File: src/rtl/multicycle_control.sv
// -----------------------------------------------------------------------------
// multicycle_control
//
// Main control FSM for a multicycle MIPS datapath. Each instruction is
// sequenced through fetch, decode, execute, memory and writeback steps. Every
// datapath strobe and mux select is a Moore decode of the current state.
//
// Memory handshake: mem_ready=1 means the memory completes the current access
// in this cycle. FETCH, MEMRD and MEMWR hold their state, with their request
// strobes still asserted, until mem_ready is seen high. The state advances at
// the clock edge where mem_ready=1.
//
// Ports
//   clk            in   rising-edge clock
//   reset          in   synchronous, active-high
//   opcode         in   IR[31:26]; stable from DECODE until the next FETCH
//   mem_ready      in   memory completes the current access this cycle
//   pc_write       out  unconditional PC load
//   pc_write_cond  out  conditional PC load (branch)
//   branch_ne      out  1 = take branch on zero=0 (bne), 0 = on zero=1 (beq)
//   i_or_d         out  memory address select: 0 = PC, 1 = ALUOut
//   mem_read       out  memory read request
//   mem_write      out  memory write request
//   ir_write       out  IR load
//   mem_to_reg     out  writeback select: 1 = MDR, 0 = ALUOut
//   reg_dst        out  destination: 1 = rd, 0 = rt
//   reg_write      out  register file write
//   alu_src_a      out  ALU A: 0 = PC, 1 = rs
//   alu_src_b      out  ALU B: 00 = rt, 01 = 4, 10 = imm, 11 = imm << 2
//   ALUOp          out  00 = add, 01 = subtract, 10 = use funct
//   pc_source      out  PC mux: 00 = ALU result, 01 = ALUOut, 10 = jump
//   state          out  current state code (debug)
//   illegal_op     out  unknown opcode seen in DECODE (that cycle only)
//   instr_count    out  retired-instruction counter, wraps
// -----------------------------------------------------------------------------
module multicycle_control #(
  parameter int COUNT_W = 32
) (
  input  logic               clk,
  input  logic               reset,
  input  logic [5:0]         opcode,
  input  logic               mem_ready,
  output logic               pc_write,
  output logic               pc_write_cond,
  output logic               branch_ne,
  output logic               i_or_d,
  output logic               mem_read,
  output logic               mem_write,
  output logic               ir_write,
  output logic               mem_to_reg,
  output logic               reg_dst,
  output logic               reg_write,
  output logic               alu_src_a,
  output logic [1:0]         alu_src_b,
  output logic [1:0]         ALUOp,
  output logic [1:0]         pc_source,
  output logic [3:0]         state,
  output logic               illegal_op,
  output logic [COUNT_W-1:0] instr_count
);

  typedef enum logic [3:0] {
    S_FETCH   = 4'd0,
    S_DECODE  = 4'd1,
    S_MEMADR  = 4'd2,
    S_MEMRD   = 4'd3,
    S_MEMWB   = 4'd4,
    S_MEMWR   = 4'd5,
    S_EXECUTE = 4'd6,
    S_ALUWB   = 4'd7,
    S_BRANCH  = 4'd8,
    S_ADDIEX  = 4'd9,
    S_ADDIWB  = 4'd10,
    S_JUMP    = 4'd11
  } state_e;

  localparam logic [5:0] OP_RTYPE = 6'b000000;
  localparam logic [5:0] OP_LW    = 6'b100011;
  localparam logic [5:0] OP_SW    = 6'b101011;
  localparam logic [5:0] OP_BEQ   = 6'b000100;
  localparam logic [5:0] OP_BNE   = 6'b000101;
  localparam logic [5:0] OP_ADDI  = 6'b001000;
  localparam logic [5:0] OP_J     = 6'b000010;

  localparam logic [1:0] ALU_ADD   = 2'b00;
  localparam logic [1:0] ALU_SUB   = 2'b01;
  localparam logic [1:0] ALU_FUNCT = 2'b10;

  localparam logic [1:0] SRCB_RT   = 2'b00;
  localparam logic [1:0] SRCB_FOUR = 2'b01;
  localparam logic [1:0] SRCB_IMM  = 2'b10;
  localparam logic [1:0] SRCB_IMM4 = 2'b11;

  localparam logic [1:0] PCSRC_ALU    = 2'b00;
  localparam logic [1:0] PCSRC_ALUOUT = 2'b01;
  localparam logic [1:0] PCSRC_JUMP   = 2'b10;

  state_e             state_q, state_d;
  logic [COUNT_W-1:0] instr_count_q, instr_count_d;
  logic               illegal_dec;
  logic               retire;

  // ---------------------------------------------------------------------------
  // State and counter registers
  // ---------------------------------------------------------------------------
  always_ff @(posedge clk) begin
    if (reset) begin
      state_q       <= S_FETCH;
      instr_count_q <= '0;
    end else begin
      state_q       <= state_d;
      instr_count_q <= instr_count_d;
    end
  end

  // ---------------------------------------------------------------------------
  // Next-state logic
  // ---------------------------------------------------------------------------
  always_comb begin
    state_d     = state_q;
    illegal_dec = 1'b0;
    case (state_q)
      S_FETCH: begin
        if (mem_ready) state_d = S_DECODE;
      end
      S_DECODE: begin
        case (opcode)
          OP_RTYPE:      state_d = S_EXECUTE;
          OP_LW, OP_SW:  state_d = S_MEMADR;
          OP_BEQ, OP_BNE: state_d = S_BRANCH;
          OP_ADDI:       state_d = S_ADDIEX;
          OP_J:          state_d = S_JUMP;
          default: begin
            // Unknown opcode: drop the instruction and refetch.
            state_d     = S_FETCH;
            illegal_dec = 1'b1;
          end
        endcase
      end
      S_MEMADR:  state_d = (opcode == OP_LW) ? S_MEMRD : S_MEMWR;
      S_MEMRD: begin
        if (mem_ready) state_d = S_MEMWB;
      end
      S_MEMWR: begin
        if (mem_ready) state_d = S_FETCH;
      end
      S_EXECUTE: state_d = S_ALUWB;
      S_ADDIEX:  state_d = S_ADDIWB;
      S_MEMWB, S_ALUWB, S_ADDIWB, S_BRANCH, S_JUMP: state_d = S_FETCH;
      // Codes 12-15 are unreachable in normal operation; recover to FETCH.
      default:   state_d = S_FETCH;
    endcase
  end

  // ---------------------------------------------------------------------------
  // Retired-instruction counter. An instruction retires on the transition
  // into FETCH from a completing state; the DECODE -> FETCH path taken on an
  // illegal opcode is deliberately excluded.
  // ---------------------------------------------------------------------------
  always_comb begin
    retire = 1'b0;
    case (state_q)
      S_MEMWB, S_ALUWB, S_ADDIWB, S_BRANCH, S_JUMP: retire = 1'b1;
      S_MEMWR:                                      retire = mem_ready;
      default:                                      retire = 1'b0;
    endcase
  end

  always_comb begin
    instr_count_d = instr_count_q;
    if (retire) instr_count_d = instr_count_q + COUNT_W'(1);
  end

  // ---------------------------------------------------------------------------
  // Moore output decode. Anything not set for a state stays 0. While reset is
  // high, the strobes are masked and the mux selects show their FETCH values
  // regardless of the state, so a reset mid-instruction can never issue a
  // write.
  // ---------------------------------------------------------------------------
  always_comb begin
    pc_write      = 1'b0;
    pc_write_cond = 1'b0;
    branch_ne     = 1'b0;
    i_or_d        = 1'b0;
    mem_read      = 1'b0;
    mem_write     = 1'b0;
    ir_write      = 1'b0;
    mem_to_reg    = 1'b0;
    reg_dst       = 1'b0;
    reg_write     = 1'b0;
    alu_src_a     = 1'b0;
    alu_src_b     = SRCB_RT;
    ALUOp         = ALU_ADD;
    pc_source     = PCSRC_ALU;
    illegal_op    = 1'b0;

    if (reset) begin
      alu_src_b = SRCB_FOUR;
    end else begin
      illegal_op = illegal_dec;
      case (state_q)
        S_FETCH: begin
          mem_read  = 1'b1;
          alu_src_b = SRCB_FOUR;
          // IR and PC+4 are captured on the cycle the fetch completes.
          ir_write  = mem_ready;
          pc_write  = mem_ready;
        end
        S_DECODE: begin
          // Speculatively compute the branch target into ALUOut.
          alu_src_b = SRCB_IMM4;
        end
        S_MEMADR, S_ADDIEX: begin
          alu_src_a = 1'b1;
          alu_src_b = SRCB_IMM;
        end
        S_MEMRD: begin
          mem_read = 1'b1;
          i_or_d   = 1'b1;
        end
        S_MEMWR: begin
          mem_write = 1'b1;
          i_or_d    = 1'b1;
        end
        S_MEMWB: begin
          reg_write  = 1'b1;
          mem_to_reg = 1'b1;
        end
        S_EXECUTE: begin
          alu_src_a = 1'b1;
          ALUOp     = ALU_FUNCT;
        end
        S_ALUWB: begin
          reg_write = 1'b1;
          reg_dst   = 1'b1;
        end
        S_ADDIWB: begin
          reg_write = 1'b1;
        end
        S_BRANCH: begin
          alu_src_a     = 1'b1;
          ALUOp         = ALU_SUB;
          pc_write_cond = 1'b1;
          pc_source     = PCSRC_ALUOUT;
          branch_ne     = (opcode == OP_BNE);
        end
        S_JUMP: begin
          pc_write  = 1'b1;
          pc_source = PCSRC_JUMP;
        end
        default: begin
        end
      endcase
    end
  end

  assign state       = state_q;
  assign instr_count = instr_count_q;

endmodule

File: config.mk
export PLATFORM = sky130hd
export DESIGN_NAME = multicycle_control
export DESIGN_NICKNAME = d
export VERILOG_FILES = /design/src/rtl/multicycle_control.sv
export SDC_FILE = /design/constraint.sdc
export NUM_CORES = 1
export LEC_CHECK = 0
export ABC_AREA = 1
export BUFFER_PORTS_ARGS = -buffer_cell sky130_fd_sc_hd__buf_2
export CAP_MARGIN = 20
export CORE_MARGIN = 5
export CORE_UTILIZATION = 45
export DETAILED_ROUTE_END_ITERATION = 8
export PLACE_DENSITY_LB_ADDON = 0.12
export SETUP_SLACK_MARGIN = 0.15
export SLEW_MARGIN = 20
export SYNTH_ARGS = -nofsm -noshare
export SYNTH_HDL_FRONTEND = slang
export SYNTH_SLANG_ARGS = --single-unit
File: constraint.sdc
create_clock -name clk -period 1.8 [get_ports clk]
set_input_delay 0.27 -clock clk [delete_from_list [all_inputs] [get_ports clk]]
set_output_delay 0.27 -clock clk [all_outputs]
set_load 0.01 [all_outputs]
==> impl_metrics.csv <==
group,metric,value,unit
status,status,"completed",
worst_setup_path,crit_path_cell_trace,"buf_12 -> nor2_4 -> o21ai_4 -> o21ai_2 -> nand2_1 -> inv_1 -> buf_2",
drt,first_pass_iters,4,
synth,postSynthCellCount,447,
job,drv_cap,0,
synth,ys_ff_latch,36,
worst_setup_path,r2r-start,"state[3]",
synth,syn_area_per_cell,5.69,um2
global_routing,antenna_found_initial,0,
floorplanning,die_h,85.2,um
pwr,share_comb_of_total_power,11.5,%
worst_setup_path,path_buf_inv,3,
cells_and_area,drive_above_1_share,25.9,%
global_routing,grt_pass1_wl,12800,um
synth,synth_compound_area_share,11.5,%
worst_setup_path,rr_worst_depth,9,
synth,synthTopCellsByArea,"dfxtp_1, nand2_1, nor2_1",
place,io_buffers,62,
cells_and_area,finalInstanceArea,3260,um2
sta,rsz0062_at_grt,"true",
worst_setup_path,crit_family,"flip-flops",
cells_and_area,fin_util,59.3,%
global_routing,grt.overflow.total,0,
drt,num_vias,3032,
sta,tns,0,ps
floorplanning,core_region_area,5510,um2
min_path,whs_path_depth,4,
min_path,hold_start,"mem_ready",
sta,setup_violations,0,
synth,yosys.area_share.simple,46.5,%
worst_setup_path,crit_type,"reg2out",
worst_setup_path,worstSetupEndpointType,"output pin",
clock_network,cts_hold_buffers,0,
drt,drcViolationCount,0,
cells_and_area,nNetsFinal,536,
global_routing,grt_usage,21.2,%
cells_and_area,num_antenna_cells,0,
drt,drt-total-wl,7730,um
clock_network,clk_latency,300,ps
synth,synth_warnings,0,
worst_setup_path,worst_ep_arrival_time,1430,ps
place,routabilityCongestion,0.981,
place,placed_area,2910,um2
worst_setup_path,timing.critical_path.slowest_cell_delay,380,ps
sta,slew_headroom,78.3,%
synth,synth_cell_types,31,
clock_network,htree_levels,2,
worst_setup_path,path_depth,7,
worst_setup_path,crit_required,1530,ps
floorplanning,die-area,7260,um2
min_path,holdCritPathClass,"in2reg",
synth,yosysSeqAreaShare,28.3,%
worst_setup_path,slowest_stage,"dfxtp_4",
cells_and_area,layout.cells.non_filler,598,
clock_network,cts_buffers,5,
clock_network,path_clk_slew,70,ps
sta,fin_crit_sh,94.5,%
drt,drt-initial-drc-count,157,
synth,synth_top_cell_by_area,"dfxtp_1",
pwr,powerDensity,501,nW/um2
worst_setup_path,crit_path_start,"state[3]",
synth,syn-num-nets,457,
global_routing,grt_max_degree,21,
pwr,p_clk_share,39.3,%
global_routing,grt_pass1_vias,2778,
clock_network,cts-root-buf,"clkbuf_8",
sta,worstMarginPinSlew,322,ps
floorplanning,start_util,46.2,%
floorplanning,pin_count,63,
pwr,power_frac_seq,49.2,%
drt,routed_via_density,5.07,
worst_setup_path,start_kind,"flop",
drt,routedWlPerCell,12.9,um
pwr,ir_worst_vdd,297,uV
floorplanning,die_x,85.2,um
pwr,switching_share,25.8,%
clock_network,cts_sinks,36,
synth,synth.area.mux_share,0,%
floorplanning,fp-row-count,27,
drt,ant_nets,0,
synth,yosysTopAreaCellShare,28.3,%
synth,synth_top_family_by_area,"simple AND/OR/NAND/NOR gates",
synth,synth.cell_area,2540,um2
pwr,power_switching,421,uW
sta,finClkSkew,8.47,ps
clock_network,clk_path_buf_depth,2,
clock_network,cts_tree,"yes",
cells_and_area,area.growth.synth_to_final,28.2,%
synth,synthAdderAreaFrac,0.492,%
pwr,leakage,0.00140,uW
synth,yosys.area_share.xor_xnor,2.41,%
worst_setup_path,path_max_fanout,4,
pwr,finalPower,1640,uW
cells_and_area,fillers,570,
place,dp.cells,576,
sta,slew_viol_final,0,
sta,fmax,588,MHz
place,place_hpwl,5690,um
sta,hold_violations,0,
pwr,intPower,1210,uW
sta,layout_min_cycle_time,1700,ps
==> metrics by stage <==
step           hold slack [ps]  setup WS [ps]
2_1_floorplan              466            241
3_3_place_gp               477            134
3_5_place_dp               478            111
4_1_cts                    329            130
5_1_grt                    374           19.3
6_report                   340           99.2
==> layout by cell type, fill, tap and decap left out, types with 4 or more instances in the layout <==
master / n
nor2_1: 69
xor2_1: 5
nor2_2: 8
dfxtp_1: 29
clkbuf_8: 7
nor2_4: 7
nand2_2: 4
a21oi_1: 34
inv_2: 6
nand3_1: 23
dfxtp_4: 4
o21ai_0: 11
buf_4: 18
inv_1: 43
nor3_1: 4
buf_2: 62
nand2_1: 159
==> worst register-to-register path: stages, from the launching register on <==
cell     delay [ps]
dfxtp_4         380
buf_12          130
nor2_4          190
nand3_2         130
nand3_4         150
buf_8           170
nand2_1          90
nor2_2          100
nand2_1          50
a21oi_1         100
==> logic make-up (layout without fill, tap and decap cells) <==
logic type / after synthesis / in the layout
AOI/OAI and AO/OA: 55 / 55
DFF: 36 / 36
xor gates and xnor gates: 7 / 7
buffers and inverters: 63 / 142
adders and majority gates: 1 / 1
and+or+nand+nor: 285 / 285
==> what timing repair did <==
action	CTS	global route
pin swaps	7	9
gates resized for setup	23	23
buffers inserted	10	5
setup endpoints to repair	23	38
hold endpoints to repair	0	0
==> path summary, 6_finish.rpt <==
kind                         end  slack (ps)
hold reg to reg   instr_count[0]         480
setup reg to reg  instr_count[4]         250
setup / recovery       reg_write         100
hold / removal          state[2]         340
==> cell type report <==
type	count	area (um2)	share of cell area, %
clock buffers	7	96.3	2.95
inverters	51	196	6.02
flip-flops and latches	36	739	22.7
repair buffers	84	503	15.4
well taps	72	90.1	2.76
multi-input cells	348	1640	50.2
==> state kept, by name, indices dropped and copies added, names as in the netlist <==
signal / cells
instr_count: 32
state: 4
==> routing by layer <==
layer  track usage, %  part of all wire (%)  vias up  wire [um]
li1                 -                     -     1559          -
met1             28.0                    46     1368       3560
met2             34.1                    47       92       3600
met3             4.47                   5.2       13        405
met4             7.34                   2.1        0        161
met5                0                     0        -          0
==> cell usage after synthesis <==
cell and instances:
a21oi_1 34, a221oi_1 1, a31oi_1 2, buf_1 1, buf_2 2, buf_4 2, buf_6 4, clkbuf_1 3
dfxtp_1 36, ha_1 1, inv_1 47, inv_2 4, nand2_1 162, nand2_2 1, nand3_1 24, nand3_2 1
nand3_4 1, nand4_1 3, nor2_1 77, nor2_2 3, nor2_4 4, nor3_1 6, nor4_1 2, o2111ai_1 1
o21ai_0 12, o21ai_1 3, o21ai_2 1, o21bai_1 1, or2_2 1, xnor2_1 2, xor2_1 5
==> power groups by stage <==
stage               clock network, uW  registers, uW  logic (uW)
CTS                               654            803         175
floorplan                           0            827        91.7
detailed placement                  0            826         141
global route                      677            805         207
global placement                    0            826         140
finish                            643            804         188
Power figures use the tool's default switching activity.
